### config.mk
export PLATFORM = sky130hd
export DESIGN_NAME = punc_ctrl_mc
export DESIGN_NICKNAME = d
export VERILOG_FILES = /design/src/rtl/punc_ctrl_mc.sv
export SDC_FILE = /design/constraint.sdc
export NUM_CORES = 1
export LEC_CHECK = 0
export BUFFER_PORTS_ARGS = -buffer_cell sky130_fd_sc_hd__buf_2
export CAP_MARGIN = 20
export CELL_PAD_IN_SITES_DETAIL_PLACEMENT = 0
export CELL_PAD_IN_SITES_GLOBAL_PLACEMENT = 1
export CORE_MARGIN = 4
export CORE_UTILIZATION = 37
export DETAILED_ROUTE_END_ITERATION = 10
export GPL_ROUTABILITY_DRIVEN = 1
export PLACE_DENSITY_LB_ADDON = 0.3
export SYNTH_ARGS = -nofsm -noshare
export SYNTH_HDL_FRONTEND = slang
export SYNTH_SLANG_ARGS = --single-unit
### constraint.sdc
create_clock -name clk -period 5.4 [get_ports clk]
set_input_delay 0.27 -clock clk [delete_from_list [all_inputs] [get_ports clk]]
set_output_delay 0.27 -clock clk [all_outputs]
set_load 0.03 [all_outputs]
### src/rtl/punc_ctrl_mc.sv
// Multicycle control FSM for a 16-bit LC-3 style datapath: fetch, decode, execute and memory phases.
// Every instruction takes at least 3 cycles; a memory request is held until mem_ack or until MEM_TIMEOUT wait cycles pass, which faults.
module punc_ctrl_mc #(
    parameter int MEM_TIMEOUT   = 15,
    parameter int STRICT_DECODE = 1
) (
    input  logic        clk,
    input  logic        rst,
    input  logic [15:0] ir,
    input  logic [2:0]  nzp,
    input  logic        mem_ack,
    output logic        mem_req,
    output logic        mem_we,
    output logic [1:0]  mem_addr_sel,
    output logic        ir_ld,
    output logic        pc_inc,
    output logic        pc_ld,
    output logic        rf_we,
    output logic        cc_ld,
    output logic        mdr_ld,
    output logic        halted,
    output logic        fault
);

    typedef enum logic [2:0] {
        FETCH,
        DECODE,
        EXEC,
        MEM,
        MEM_IND,
        HALT,
        FAULT
    } state_t;

    localparam logic [3:0] OP_BR   = 4'b0000;
    localparam logic [3:0] OP_ADD  = 4'b0001;
    localparam logic [3:0] OP_LD   = 4'b0010;
    localparam logic [3:0] OP_ST   = 4'b0011;
    localparam logic [3:0] OP_JSR  = 4'b0100;
    localparam logic [3:0] OP_AND  = 4'b0101;
    localparam logic [3:0] OP_LDR  = 4'b0110;
    localparam logic [3:0] OP_STR  = 4'b0111;
    localparam logic [3:0] OP_RTI  = 4'b1000;
    localparam logic [3:0] OP_NOT  = 4'b1001;
    localparam logic [3:0] OP_LDI  = 4'b1010;
    localparam logic [3:0] OP_STI  = 4'b1011;
    localparam logic [3:0] OP_JMP  = 4'b1100;
    localparam logic [3:0] OP_RSV  = 4'b1101;
    localparam logic [3:0] OP_LEA  = 4'b1110;
    localparam logic [3:0] OP_TRAP = 4'b1111;

    // Last wait-counter value at which an unacknowledged cycle still counts as waiting.
    localparam logic [7:0] TMO_LAST = 8'(MEM_TIMEOUT - 1);

    state_t      r_state;
    state_t      w_state_nxt;
    logic [7:0]  r_wait_cnt;
    logic [3:0]  w_op;
    logic        w_tmo;
    logic        w_unused;

    assign w_op     = ir[15:12];
    assign w_tmo    = (r_wait_cnt == TMO_LAST);
    assign w_unused = ^ir[8:0];

    always_ff @(posedge clk) begin
        if (rst) begin
            r_state    <= FETCH;
            r_wait_cnt <= 8'd0;
        end else begin
            r_state <= w_state_nxt;
            // Every memory-state entry is a state change, so this also clears on entry.
            if (w_state_nxt != r_state) begin
                r_wait_cnt <= 8'd0;
            end else if (mem_req && !mem_ack) begin
                r_wait_cnt <= r_wait_cnt + 8'd1;
            end
        end
    end

    always_comb begin
        w_state_nxt  = r_state;
        mem_req      = 1'b0;
        mem_we       = 1'b0;
        mem_addr_sel = 2'd0;
        ir_ld        = 1'b0;
        pc_inc       = 1'b0;
        pc_ld        = 1'b0;
        rf_we        = 1'b0;
        cc_ld        = 1'b0;
        mdr_ld       = 1'b0;
        halted       = 1'b0;
        fault        = 1'b0;

        case (r_state)
            FETCH: begin
                mem_req = 1'b1;
                if (mem_ack) begin
                    ir_ld       = 1'b1;
                    pc_inc      = 1'b1;
                    w_state_nxt = DECODE;
                end else if (w_tmo) begin
                    w_state_nxt = FAULT;
                end
            end

            DECODE: w_state_nxt = EXEC;

            EXEC: begin
                w_state_nxt = FETCH;
                case (w_op)
                    OP_ADD, OP_AND, OP_NOT: begin
                        rf_we = 1'b1;
                        cc_ld = 1'b1;
                    end
                    OP_LEA:  rf_we = 1'b1;
                    OP_BR:   pc_ld = |(ir[11:9] & nzp);
                    OP_JMP:  pc_ld = 1'b1;
                    OP_JSR: begin
                        rf_we = 1'b1;
                        pc_ld = 1'b1;
                    end
                    OP_LD, OP_LDR, OP_LDI, OP_ST, OP_STR, OP_STI: w_state_nxt = MEM;
                    OP_TRAP: w_state_nxt = HALT;
                    OP_RTI, OP_RSV: begin
                        if (STRICT_DECODE != 0) begin
                            w_state_nxt = FAULT;
                        end
                    end
                    default: w_state_nxt = FETCH;
                endcase
            end

            MEM: begin
                mem_req      = 1'b1;
                mem_addr_sel = (w_op == OP_LDR || w_op == OP_STR) ? 2'd2 : 2'd1;
                mem_we       = (w_op == OP_ST || w_op == OP_STR);
                if (mem_ack) begin
                    w_state_nxt = FETCH;
                    if (w_op == OP_LD || w_op == OP_LDR) begin
                        rf_we = 1'b1;
                        cc_ld = 1'b1;
                    end else if (w_op == OP_LDI || w_op == OP_STI) begin
                        mdr_ld      = 1'b1;
                        w_state_nxt = MEM_IND;
                    end
                end else if (w_tmo) begin
                    w_state_nxt = FAULT;
                end
            end

            MEM_IND: begin
                mem_req      = 1'b1;
                mem_addr_sel = 2'd3;
                mem_we       = (w_op == OP_STI);
                if (mem_ack) begin
                    w_state_nxt = FETCH;
                    if (w_op == OP_LDI) begin
                        rf_we = 1'b1;
                        cc_ld = 1'b1;
                    end
                end else if (w_tmo) begin
                    w_state_nxt = FAULT;
                end
            end

            HALT:  halted = 1'b1;

            FAULT: fault = 1'b1;

            default: w_state_nxt = FAULT;
        endcase
    end

endmodule

==> results.md <==
- Across all layers, the routed design uses 878 vias.
- The detailed router finished its first iteration with 18 violations.
- The initial antenna violation count was 0.
- Hold repair after CTS inserted 0 buffers.
- The start of the worst register-to-register path is r_wait_cnt[0].
- The final period utilization is 41.6%.
- The finished layout holds 158 standard cells, fillers aside.
- Entering global routing, the biggest net connects 14 pins.
- In the final timing run, aggregate negative setup slack is 0 ps.
- The number of optimization iterations in the first detailed-route pass is 4.
- The total setup buffers inserted after CTS is 0.
- Counting flops with a built-in enable in the synthesized netlist gives 0.
- Summed over all layers, the global routing overflow is 0.
- Each instance of the synthesized netlist takes up on average 8.21 um^2.
- The worst hold path passes through 2 cells.
- The portion of the post-synthesis area used by sequential elements is 24.2%.
- The HPWL reported at the end of detailed placement is 1600 um.
- After clock tree synthesis, the clock-pin slew on the worst setup and hold paths is 80 ps.
- In the routed design, unresolved DRC markers number 0.
- The number of failing setup endpoints in the final timing report is 0.
- Registers take 220 um^2.
- Derived from the worst setup path, the maximum achievable clock frequency is 445 MHz.
- For the pin with the worst max-slew slack, the measured transition is 750 ps.
- In this run, placement finished with an instance count of 154.
- By area the synthesized netlist is led by dfxtp_1 24%, nor2_1 5.8%, xor2_1 5.8%.
- The start-to-end type of the worst setup path is register to output pin.
- Once detail routing completed, the nets flagged for antenna violations numbered 0.
- The final layout net count is 155.
- The power density of the placed cells is 202 nW/um^2.
- The number of cells on the worst reg-to-reg path is 7.
- The top cell type's share of synthesized area is 24.2%.
- The number of max-capacitance violations reported is 0.
- The worst pin sits at a relative slew slack of 49.6%.
- At the worst endpoint, the required time is 5130 ps.
- The final-report max-slew violation count came to 0.
- The area added between synthesis and finish is 14.7%.
- Routability-driven placement finished with a final weighted congestion of 0.743.
- The maximum VDD drop is 0.0897 mV.
- The clock reaches the later pin of the worst-skew pair after 270 ps.
- The most common flop cell mapped by yosys is dfxtp_1.
- The CTS tree is built.
- The synthesized net count is 135.
- The number of gates resized after CTS was 0.
- Counting the fill cells in the layout gives 234.
- The count of buffers added on input and output ports is 24.
- Synthesis inferred 11 register bits.
- The maximum clock path buffer count is 2.
- The post-route netlist has 26.2% of its cells at a drive strength greater than 1.
- The number of global-route vias before repair was 847.
- The post-synth design cell area is 911 um^2.
- The startpoint identified for the worst hold timing path is rst.
- The wire length of the first global-routing pass is 3860 um.
- The worst path needs 2250 ps of the cycle, external delays included.
- The static leakage power is 0.442 nW.
- The sort of element at the start of the critical path is a register.
- Once the floorplan was initialized, standard cells occupied 40.0% of the core.
- Setup repair after global routing left no endpoint under its margin.
- The overall routing resource usage is 14.3%.
- The critical register-to-register path endpoint is r_wait_cnt[1].
- The number of endpoints with negative hold slack in the final report was 0.
- The worst hold path endpoint is r_state[0].
- The leading area contributor after synthesis is dfxtp_1.
- TritonCTS created 3 clock buffers.
- The run finished with clean final reports.
- The cell sitting at the root of the clock tree is a clkbuf_4.
- The netlist uses 43 different library cells.
- The area of the multi-input gates is 632 um^2.
- The repair_antennas step left the layout with diodes totalling 0.
- The setup check on the worst reg-to-reg path leaves a slack of 3310 ps.
- The count of warnings emitted by yosys is 0.
- During I/O placement, the number of pins put on the boundary was 34.
- STA classifies the critical path endpoint as an output pin.
- After detailed routing, the average wire length per cell comes to 13.4 um.
- The total clock sinks is 11.
- CTS built an H-tree with a depth of 1.
- The number of rows in the core area is 17.
- The clock arrives with 5.62 ps of skew.
- Of all nets on the critical path, the largest fanout is 8.
- Measured along the y axis, the die boundary spans 57.6 um.
- The cell count after synthesis is 111.
- The final routed wirelength across all metal layers is 2120 um.
- For this run, asynchronously set or reset flops after synthesis account for 0%.
- The core region is 2280 um^2.
- The floorplan step defined a die boundary enclosing 3320 um^2.
- The per-cell via count in the routed design is 5.56.
- The die is 57.6 um wide.
- Data on the critical path arrives at its endpoint at 1980 ps.
- The kind of path behind the tightest hold check is input port to register.
## power by group
| group | internal (mW) | total [mW] | switching, mW |
|---|---|---|---|
| clock network | 0.0285 | 0.0568 | 0.0282 |
| registers | 0.0842 | 0.0928 | 0.00856 |
| logic | 0.0232 | 0.0613 | 0.0381 |
| total | 0.136 | 0.211 | 0.0749 |
## placed cells by master, fill, tap and decap left out, types with 3 or more instances in the layout
| cell | instances |
|---|---|
| buf_2 | 24 |
| nor2_1 | 14 |
| dfxtp_1 | 11 |
| nand2_1 | 7 |
| a21oi_1 | 6 |
| xor2_1 | 6 |
| nor3_1 | 5 |
| and3_1 | 4 |
| nand4_1 | 4 |
| inv_1 | 3 |
| o22ai_1 | 3 |
| o21ai_0 | 3 |
| clkbuf_4 | 3 |
## cell type report
class | instances | area share (%)
repair buffers | 24 | 11.5
well taps | 28 | 3.35
flip-flops and latches | 11 | 21.1
inverters | 3 | 1.08
multi-input cells | 88 | 60.5
clock buffers | 4 | 2.51
## sequential cells by signal, summed over array words and instances, names as in the netlist
signal / count
r_wait_cnt: 8
r_state: 3
## worst max path at each step
stage                              from       endpoint  slack, ps
final                        r_state[2]          rf_we       3150
after global routing         r_state[1]          pc_ld       3020
after CTS                    r_state[2]          rf_we       3140
after detailed placement  r_wait_cnt[0]  r_wait_cnt[1]       3350
after global placement    r_wait_cnt[1]  r_wait_cnt[3]       3410
after floorplan              r_state[1]          pc_ld       3360
## per-stage QoR
stage	instance area [um^2]	util [%]	setup slack (ps)	power (mW)	hold WS [ps]
after floorplan	911	-	3360	0.143	339
after global placement	1020	44.7	3410	0.155	464
after detailed placement	1020	44.7	3350	0.156	469
after CTS	1040	45.9	3140	0.213	180
after global routing	1040	45.9	3020	0.226	179
final	1040	45.9	3150	0.211	192
## metal layers
| metal | share of wire, % | wire [um] | global-route usage [%] | up-vias |
|---|---|---|---|---|
| met5 | 0 | 0 | 0 | - |
| met3 | 5.1 | 108 | 3.12 | 2 |
| met4 | 0.66 | 14 | 2.98 | 0 |
| li1 | - | - | - | 452 |
| met2 | 46 | 982 | 23.4 | 21 |
| met1 | 48 | 1020 | 19.3 | 403 |
## Yosys cell counts, drive strengths merged (3+ instances only)
master and count:
o22ai 3, and3 4, buf 7, nor2 14
nand2 7, a21oi 6, nor3 6, dfxtp 11
nand4 4, inv 3, xor2 6, o21ai 3
## cell families after synthesis
kind of cell,count (synthesis),share of synthesized area [%]
DFF,11,24.2
and+or+nand+nor,54,35.2
buffers and inverters,12,6.46
xor gates and xnor gates,7,6.73
adders and majority gates,2,2.75
AOI/OAI and AO/OA,25,24.7
## critical path, cell delays in order (launching register included)
cell     delay (ps)
dfxtp_1         520
or3b_1          430
o22ai_1         150
and2_1          170
a21oi_1          70
o22ai_1         150
buf_2           220
Note: power is estimated with default switching activity, not from simulation.
